[config.mk]
export PLATFORM = sky130hd
export DESIGN_NAME = demux_rr_sequencer_v
export DESIGN_NICKNAME = d
export VERILOG_FILES = /design/src/rtl/demux_rr_sequencer_v.sv
export SDC_FILE = /design/constraint.sdc
export NUM_CORES = 1
export LEC_CHECK = 0
export ABC_AREA = 1
export CAP_MARGIN = 20
export CELL_PAD_IN_SITES_DETAIL_PLACEMENT = 0
export CELL_PAD_IN_SITES_GLOBAL_PLACEMENT = 1
export CORE_MARGIN = 2
export CORE_UTILIZATION = 32
export CTS_CLUSTER_SIZE = 10
export DETAILED_ROUTE_END_ITERATION = 10
export GPL_TIMING_DRIVEN = 0
export PLACE_DENSITY_LB_ADDON = 0.1
export SLEW_MARGIN = 20
export SYNTH_ARGS = -nofsm -noshare
export SYNTH_HDL_FRONTEND = slang
export SYNTH_SLANG_ARGS = --single-unit
[constraint.sdc]
create_clock -name i_clk -period 4.6 [get_ports i_clk]
set_input_delay 0.92 -clock i_clk [delete_from_list [all_inputs] [get_ports i_clk]]
set_output_delay 0.92 -clock i_clk [all_outputs]
set_load 0.01 [all_outputs]
[src/rtl/demux_rr_sequencer_v.sv]
// Round-robin feeder for the 1:8 demux: accepts a serial bit stream and tags each
// accepted bit with the channel it belongs to, BURST_LEN bits per enabled channel.
module demux_rr_sequencer_v #(
  parameter int unsigned BURST_LEN = 4
) (
  input  logic       i_clk,
  input  logic       i_rst,
  input  logic       i_data,
  input  logic       i_valid,
  output logic       o_ready,
  input  logic [7:0] i_chan_en,
  output logic       o_a,
  output logic [2:0] o_sel_code,
  output logic       o_valid,
  output logic       o_wrap
);

  localparam int unsigned CW = $clog2(BURST_LEN) + 1;

  localparam logic [0:0] ST_IDLE = 1'b0;
  localparam logic [0:0] ST_RUN  = 1'b1;

  logic [0:0]    r_state;
  logic [2:0]    r_cur;
  logic [CW-1:0] r_cnt;

  logic [0:0]    w_state_new;
  logic [2:0]    w_cur_new;
  logic [CW-1:0] w_cnt_new;
  logic [2:0]    w_nxt;
  logic [2:0]    w_low;
  logic          w_accept;

  // Scan from the far end so the nearest enabled channel after r_cur wins;
  // offset 8 lands back on r_cur, covering the single-channel case.
  always_comb begin
    w_nxt = r_cur;
    for (int unsigned k = 8; k >= 1; k--) begin
      if (i_chan_en[3'(r_cur + 3'(k))]) w_nxt = 3'(r_cur + 3'(k));
    end
  end

  always_comb begin
    w_low = '0;
    for (int unsigned i = 8; i > 0; i--) begin
      if (i_chan_en[i-1]) w_low = 3'(i - 1);
    end
  end

  always_comb begin
    w_state_new = r_state;
    w_cur_new   = r_cur;
    w_cnt_new   = r_cnt;
    w_accept    = 1'b0;
    o_ready     = 1'b0;
    case (r_state)
      ST_IDLE: begin
        if (|i_chan_en) begin
          w_state_new = ST_RUN;
          w_cur_new   = w_low;
          w_cnt_new   = '0;
        end
      end
      ST_RUN: begin
        if (i_chan_en == 8'h00) begin
          w_state_new = ST_IDLE;
          w_cnt_new   = '0;
        end else if (!i_chan_en[r_cur]) begin
          w_cur_new = w_nxt;
          w_cnt_new = '0;
        end else begin
          o_ready = 1'b1;
          if (i_valid) begin
            w_accept = 1'b1;
            if (r_cnt == CW'(BURST_LEN - 1)) begin
              w_cur_new = w_nxt;
              w_cnt_new = '0;
            end else begin
              w_cnt_new = r_cnt + 1'b1;
            end
          end
        end
      end
      default: w_state_new = ST_IDLE;
    endcase
  end

  always_ff @(posedge i_clk) begin
    if (i_rst) begin
      r_state    <= ST_IDLE;
      r_cur      <= '0;
      r_cnt      <= '0;
      o_a        <= 1'b0;
      o_sel_code <= '0;
      o_valid    <= 1'b0;
      o_wrap     <= 1'b0;
    end else begin
      r_state <= w_state_new;
      r_cur   <= w_cur_new;
      r_cnt   <= w_cnt_new;
      o_valid <= w_accept;
      o_a     <= w_accept & i_data;
      if (w_accept) o_sel_code <= r_cur;
      o_wrap  <= (w_cur_new < r_cur);
    end
  end

endmodule
==> flow_summary.ini <==
[run_status]
status = completed

[yosys]
synth_cell_type_count = 26
yosys_register_bits = 13
synth_edf_count = 0
syn_nets = 226
yosys_warnings = 0
synth_flop_cell = dfxtp_1
synthCells = 209
syn_area_per_cell_um2 = 5.87
ys_seq_area_share_pct = 21.2
synth_area_um2 = 1230
synthArstFlopShare_pct = 0

[clock_tree]
cts.sink_count = 13
cts_setup_buffers = 0
clkSlewWorstSetupHoldPaths_ns = 0.06
cts_root_buf = clkbuf_8
cts_tree = yes
clock_path_buffers = 2
cts-htree-levels = 1
cts_hold_buf = 0
clk_latency_ns = 0.24
cts-resized-gates = 0
numCtsBuffers = 3

[drt]
dr.first_iter.drc_count = 81
met1Wirelength_um = 1520
top_layer = met4
firstDrtPassIters = 4
wl_per_cell_um = 12.0
drc = 0
ant_nets = 0
wl_met2_um = 1730
vias = 1353
drt-vias-per-instance = 4.85
wirelength_um = 3360
met3_length_um = 71

[timing]
setup_viol = 0
slew_violations = 0
timing.fmax_ghz = 0.273
skew_ns = 0.000437
period_share_pct = 79.6
min_period_ns = 3.66
rsz0062_at_grt = false
slew-limit-headroom_pct = 66.9
setup_tns_ns = 0
worst_pin_slew_ns = 0.497
hold_viol_final = 0

[critical_path]
cp_slowest_stage_delay_ns = 0.57
cp_max_fo = 6
start_kind = input port
critPathArrivalTime_ns = 2.74
worstSetupPathType = in2out
worstPathCellList = clkdlybuf4s50_1 -> nand2_1 -> nand3_1 -> nand2_1 -> o21ai_1 -> nand2_1 -> inv_2 -> clkdlybuf4s50_1
r2r_cells = 19
cpMaxStageDelayCell = clkdlybuf4s50_1
required_ns = 3.68
crit_family = buffers and inverters
path_buf_inv = 3
crit_path_frequent_cell = nand2_1
rrSetupSlack_ns = 1.77
rr_endpoint = o_wrap
end_kind = primary output
r2r_start = r_cur[0]

[placed_design]
dp_hpwl_um = 2830
io_buffers = 18
finalWeightedCongestion = 0.819

[pwr]
powerDensity_nw_per_um2 = 362
p_leak_uw = 0.000739
power_uw = 548
ir_worst_vdd_mv = 0.146

[global_routing]
grt_overflow = 0
grt_start_max_net_pins = 11
grt_pass1_vias = 1258
grt_usage_pct = 16.7
antenna_found_initial = 0
grt_pass1_wl_um = 5710

[min_path]
hp-class = reg2reg
min-delay-start = r_cnt[2]
min_to = r_cnt[2]
hold_depth = 2

[layout]
num_antenna_cells = 0
layout-drive-gt1-share_pct = 10.4
final_net_count = 249
syn_to_final_growth_pct = 23.2

[floorplanning]
num_rows = 22
io_pins = 19
fp.coreArea_um2 = 3660
start_util_pct = 33.5
dieArea_um2 = 4350
dieWidth_um = 65.9
die_h_um = 65.9

[flow_run]
drv_cap = 0
==> kinds of logic after synthesis <==
family,count (synthesis),share of synthesized area (%)
compound gates,29,13.5
xor+xnor,2,2.04
fa+ha+maj,5,5.10
buf+inv,34,12.1
flops,13,21.2
simple gates,126,46.1
==> placed cells by master (no fill, tap or decap) <==
cell	Yosys	routed
or2_1	1	1
xor2_2	1	1
inv_4	1	1
nor2_1	17	17
clkbuf_1	1	2
o211ai_1	3	3
o21bai_1	1	1
inv_1	24	24
xnor2_1	1	1
a21oi_1	17	17
nand2_2	3	3
nor4_1	1	1
dfxtp_1	13	13
buf_6	2	2
buf_4	1	1
o21ai_1	1	1
a21oi_2	2	2
nor3_1	1	1
clkbuf_8	0	3
nor3b_1	1	1
clkdlybuf4s50_1	0	18
nand3_2	6	6
nand3_1	30	30
o22ai_1	2	2
nand2_1	66	66
ha_1	5	5
o21ai_0	3	3
inv_2	5	5
==> synthesized netlist by cell type, types with 2 or more instances <==
master / count / share of area [%]
nand2_1: 66 / 20
nand3_1: 30 / 12
inv_1: 24 / 7.3
a21oi_1: 17 / 6.9
nor2_1: 17 / 5.2
dfxtp_1: 13 / 21
nand3_2: 6 / 4.9
ha_1: 5 / 5.1
inv_2: 5 / 1.5
nand2_2: 3 / 1.5
o211ai_1: 3 / 1.8
o21ai_0: 3 / 1.2
a21oi_2: 2 / 1.4
buf_6: 2 / 1.8
o22ai_1: 2 / 1.0
==> area by class of cell <==
type	instances	area, um2
plain buffers	4	33.8
flip-flops and latches	13	260
clock buffers	4	45.0
multi-input cells	162	818
fillers	409	2150
inverters	30	115
well taps	48	60.1
repair buffers	18	180
==> flip-flops by register name, summed over array words and instances, names as in the netlist <==
| name | cells |
|---|---|
| o_sel_code | 3 |
| r_cnt | 3 |
| r_cur | 3 |
| o_a | 1 |
| o_valid | 1 |
| o_wrap | 1 |
| r_state | 1 |
==> worst max-delay path by stage <==
stage / cells after the start / to / slack [ns] / startpoint
6_report: 8 / o_ready / 0.94 / i_chan_en[4]
5_1_grt: 8 / o_ready / 0.84 / i_chan_en[4]
4_1_cts: 8 / o_ready / 0.94 / i_chan_en[4]
3_5_place_dp: 8 / o_ready / 0.95 / i_chan_en[4]
3_3_place_gp: 8 / o_ready / 0.94 / i_chan_en[5]
2_1_floorplan: 14 / o_wrap / 2.18 / i_chan_en[6]
==> routing by layer <==
| layer | GRT usage (%) | vias to the layer above |
|---|---|---|
| met1 | 20.4 | 609 |
| li1 | - | 717 |
| met5 | 0 | - |
| met4 | 4.59 | 0 |
| met3 | 1.70 | 4 |
| met2 | 30.8 | 23 |
==> power breakdown <==
part           leakage [uW]  internal [uW]  switching, uW  total (uW)
logic              0.000610            117            198         314
registers          0.000106            122           7.25         129
clock network     0.0000228           61.3           43.3         105
==> worst min-delay path: cells and delay by family (launching register included) <==
family,cells,cell delay (ns)
flip-flops,1,0.31
AND/OR/NAND/NOR,1,0.06
AO/OA/AOI/OAI,1,0.04
==> stage by stage <==
step           util [%]  setup slack [ns]  hold WS, ns  instances  instance area [um2]
4_1_cts            41.3             0.940        0.454        279                 1510
2_1_floorplan         -              2.18        0.419        209                 1230
6_report           41.3             0.938        0.453        279                 1510
3_5_place_dp       40.1             0.953        0.445        275                 1470
3_3_place_gp       40.1             0.938        0.429        275                 1470
5_1_grt            41.3             0.843        0.480        279                 1510
No activity file was read; power rests on OpenSTA's default activity.
==> edit 1, RTL diff (same settings) <==
Reset style: asynchronous (`i_rst`), changed in one clocked block.
--- a/src/rtl/demux_rr_sequencer_v.sv
+++ b/src/rtl/demux_rr_sequencer_v.sv
@@ -85,7 +85,7 @@
     endcase
   end
 
-  always_ff @(posedge i_clk) begin
+  always_ff @(posedge i_clk or posedge i_rst) begin
     if (i_rst) begin
       r_state    <= ST_IDLE;
       r_cur      <= '0;
Check against the original RTL: differs if i_rst is asserted again (counterexample within 4 cycles, from zero or initial values and one cycle with i_rst high); with i_rst held inactive, the same outputs for 10 cycles.
==> edit 1 against the original RTL <==
  * Synthesized cell count decreased by 11%
  * Non-clock buffer count is the same
  * Synthesized area up 0.31%
  * Final cell count decreased by 7.9%
  * Critical path depth increased by 2
  * Sequential cell count is the same
  * Register-to-register slack improved by 40 ps
  * Worst hold slack better by 32 ps
  * Worst setup slack worse by 17 ps
  * Routed wire length is 6.6% lower
  * Core utilization down 0.21 points
  * Design area rose by 0.25%
  * Largest cell class unchanged
Power is left out: the tool's default activity adds up to more than one toggle a clock period on the data nets, which glitch-free logic cannot reach.
==> edit 1: results (changes against the original RTL) <==
| Metric | Value |
|---|---|
| Run status | finished, final reports clean |
| Deepest clock path buffer count | 2 (unchanged) |
| Multiplexer share of the synthesized area | 0% (unchanged) |
| Initial antenna violation count | 0 (unchanged) |
| Post-CTS Setup Inserts | 0 (unchanged) |
| Critical path's largest stage delay | 570 ps (about the same) |
| Resized cells post-CTS | 0 (unchanged) |
| DPL Wire Length | 2580 µm (-8.9%) |
| # diodes | 0 (unchanged) |
| First-pass iteration count of the detailed router | 4 (unchanged) |
| Ranking of synthesized cells by area | dfrtp_1 (26%), nand2_1 (16%), nand3_1 (11%) |
| Largest net degree at the start of global routing | 14 (+3) |
| Compound-Gate Fraction of Synth Area | 16.4% (+2.9 points) |
| Worst-path fanout max | 5 (-1) |
| Synth cell count leaders | nand2_1 (54), nand3_1 (27), inv_1 (17) |
| Actual slew at the worst max-slew pin | 493 ps (-4.45 ps) |
| RePlAce Congestion | 0.876 (+6.9%) |
| Synth Area in Adders | 5.08% (-0.016 points) |
| Routed via count | 1263 (-6.7%) |
| Vias in the first global route | 1176 (-6.5%) |
| Syn Nets | 204 (-9.7%) |
| Setup Skew | 2.54 ps (+2.10 ps) |
| Slowest CP cell | clkdlybuf4s50_1 |
| Clk root buf | clkbuf_8 |
| DR WL/cell | 12.2 µm (+1.4%) |
| Total CTS buffers | 3 (unchanged) |
| Share of cells above drive strength 1 | 14.4% (+4.0 points) |
| First-pass GRT wire length | 5500 µm (-3.7%) |
| CP top delay family | buffers and inverters |
| Ys async rst share | 100% (+100 points) |
| Biggest regs | o_sel_code (3), r_cnt (3), r_cur (3) |
| Gr usage total | 16.7% (about the same) |
| Post-Synth XOR/XNOR Area | 2.74% (+0.71 points) |
| DRT iter0 DRCs | 94 (+16%) |
| Worst reg2reg setup slack | 1810 ps (+40 ps) |
| Place WS | 943 ps (-9.70 ps) |
| Port bufs | 18 (unchanged) |
| Worst hold path class | reg -> reg |
| Main flop type after synthesis | dfrtp_1 |
| CP arrival | 2760 ps (+20 ps) |
| Netlist cell types | 29 (+12%) |
| Fill count | 417 (+2.0%) |
| Final #Nets | 227 (-8.8%) |
| Ys Warns | 0 (unchanged) |
| Sequential fraction of the synthesis area | 26.4% (+5.2 points) |
## edit 1: changes by cell type in the layout (fill, tap and decap cells not counted), moves of 3 or more
cell / unedited run / this run
nand3_1: 30 / 27
o21ai_1: 1 / 4
nor2_1: 17 / 10
inv_1: 24 / 17
nand2_1: 66 / 54
dfxtp_1: 13 / 0
a21oi_1: 17 / 13
dfrtp_1: 0 / 13
## edit 1: layout make-up
class,count,area share [%]
Tap cell,48,3.96
Multi-Input combinational cell,144,50.2
Clock buffer,4,2.97
Inverter,26,6.77
Buffer,4,2.72
Timing Repair Buffer,18,11.9
Sequential cell,13,21.5
## edit 1: cell families (layout without fill, tap and decap cells)
| family | count (synthesis) | count (layout) |
|---|---|---|
| AND/OR/NAND/NOR | 103 | 103 |
| flip-flops | 13 | 13 |
| AO/OA/AOI/OAI | 33 | 33 |
| adder cells (fa/ha/maj) | 5 | 5 |
| buffers and inverters | 30 | 52 |
| XOR/XNOR | 3 | 3 |
## edit 1: through the flow
step                hold WS, ps  instance area [µm²]  instances
floorplan                   492                 1230        187
global placement            472                 1470        253
detailed placement          477                 1470        253
global route                510                 1520        257
CTS                         491                 1520        257
finish                      485                 1520        257
## edit 1: worst register-to-register path, stage by stage (launching register included)
cell	delay (ps)
dfrtp_1	370
buf_6	160
inv_4	80
ha_1	440
inv_2	120
nand3_1	140
nand3_2	100
nand2_1	70
a31oi_1	70
o211ai_1	170
nand3_1	100
nand3_1	70
nand2_1	60
a21oi_1	200
ha_1	280
a21o_1	190
a21oi_2	90
## edit 1: final timing paths
kind                            depth (start not counted)                       from                        end
worst max-delay path                                   10               i_chan_en[5]                    o_ready
worst min-delay path                                    2  o_sel_code[1]$_DFFE_PP0P_  o_sel_code[1]$_DFFE_PP0P_
worst max register to register                         16         r_cur[1]$_DFF_PP0_           o_wrap$_DFF_PP0_
worst min register to register                          2  o_sel_code[1]$_DFFE_PP0P_  o_sel_code[1]$_DFFE_PP0P_
max in group asynchronous                               2                      i_rst          r_state$_DFF_PP0_
min in group asynchronous                               2                      i_rst       r_cnt[2]$_DFFE_PP0P_
## edit 1: metal layers
metal / global-route usage (%) / share of wire [%]
met1: 22.8 / 49
met2: 26.1 / 43
met3: 4.09 / 6.8
met4: 4.59 / 1.3
met5: 0 / 0
==> edit 2, RTL diff (same settings) <==
Made on the original files. `BURST_LEN`: 4 -> 2.
--- a/src/rtl/demux_rr_sequencer_v.sv
+++ b/src/rtl/demux_rr_sequencer_v.sv
@@ -1,7 +1,7 @@
 // Round-robin feeder for the 1:8 demux: accepts a serial bit stream and tags each
 // accepted bit with the channel it belongs to, BURST_LEN bits per enabled channel.
 module demux_rr_sequencer_v #(
-  parameter int unsigned BURST_LEN = 4
+  parameter int unsigned BURST_LEN = 2
 ) (
   input  logic       i_clk,
   input  logic       i_rst,
Function: changed (a bounded check fails within 4 cycles, from zero or initial values and one cycle with i_rst high).
==> edit 2 against the original RTL <==
  * Via count shrank 7.3%
  * Design area shrank 6.5%
  * Synthesized area shrank 5.1%
  * Total power shrank 7.5%
  * Maximum frequency shrank 2.4%
  * Sequential cell count shrank 1
  * Routed wire length shrank 9.9%
  * Worst setup slack lost 92 ps
  * Critical path type unchanged
==> edit 2: results (changes against the original RTL) <==
| Metric | Value |
|---|---|
| Worst-path fanout max | 5 (-1) |
| DPL Wire Length | 2590 µm (-8.5%) |
| Biggest regs | o_sel_code (3), r_cur (3), r_cnt (2) |
| Routed via count | 1254 (-7.3%) |
| DRT iter0 DRCs | 67 (-17%) |
| Met2 usage | 29.6% (-1.3 points) |
| Peak supply drop | 208 µV (+42%) |
| Clk root buf | clkbuf_4 |
| Setup Skew | 0.374 ps (-0.0628 ps) |
| Dpl cells | 263 (-4.4%) |
| Wl on met1 | 1410 µm (-7.6%) |
| CP arrival | 2830 ps (+90 ps) |
| DR WL/cell | 11.4 µm (-5.5%) |
| Netlist cell types | 23 (-12%) |
| Worst reg2reg setup slack | 1750 ps (-20 ps) |
| Leakage | 0.700 nW (-5.2%) |
| Main flop type after synthesis | dfxtp_1 |
| Final #Nets | 238 (-4.4%) |
| Min-Delay Endpoint | r_cnt[1]$_SDFFE_PP0P_ |
| Final wirelength | 3020 µm (-9.9%) |
| Sequential fraction of the synthesis area | 20.6% (-0.58 points) |
| Post-layout min period | 3750 ps (+91.9 ps) |
| Switching Fraction | 47.7% (+2.4 points) |
| Run status | finished, final reports clean |
| RePlAce Congestion | 0.900 (+9.9%) |
| First-pass GRT wire length | 5400 µm (-5.6%) |
| Ranking of synthesized cells by area | dfxtp_1 (21%), nand2_1 (20%), nand3_1 (13%) |
| Syn avg cell area | 5.82 µm² (-0.83%) |
| Placed inst area | 0.00139 mm² (-5.1%) |
| Synth cell count leaders | nand2_1 (61), nand3_1 (30), inv_1 (26) |
| Grt met1 use | 20.0% (-0.37 points) |
| Port bufs | 17 (-1) |
| Vias in the first global route | 1230 (-2.2%) |
| Fill count | 385 (-5.9%) |
| Share of cells above drive strength 1 | 10.5% (+0.065 points) |
| Met3 routed WL | 54 µm (-24%) |
| Gr usage total | 16.3% (-0.43 points) |
[edit 2: cells by family (layout without fill, tap and decap cells)]
kind of cell    after synthesis  in the layout  share of synthesized area, %
buf+inv                      34             54                          13.1
flops                        12             12                          20.6
xor+xnor                      2              2                          2.15
simple gates                120            120                          46.2
fa+ha+maj                     4              4                          4.30
compound gates               28             28                          13.6
[edit 2: power groups by stage]
stage | sequential, mW | clock (mW) | combinational (mW)
6_report | 0.120 | 0.0634 | 0.323
5_1_grt | 0.122 | 0.0687 | 0.374
4_1_cts | 0.121 | 0.0647 | 0.326
3_5_place_dp | 0.123 | 0 | 0.325
3_3_place_gp | 0.123 | 0 | 0.320
2_1_floorplan | 0.123 | 0 | 0.245
[edit 2: layout make-up]
cell class / count / area [µm²] / area share, %
repair buffers: 17 / 170 / 12.0
flip-flops and latches: 12 / 240 / 17.0
clock buffers: 3 / 22.5 / 1.59
plain buffers: 4 / 37.5 / 2.65
inverters: 30 / 115 / 8.13
multi-input cells: 154 / 772 / 54.6
well taps: 46 / 57.6 / 4.07
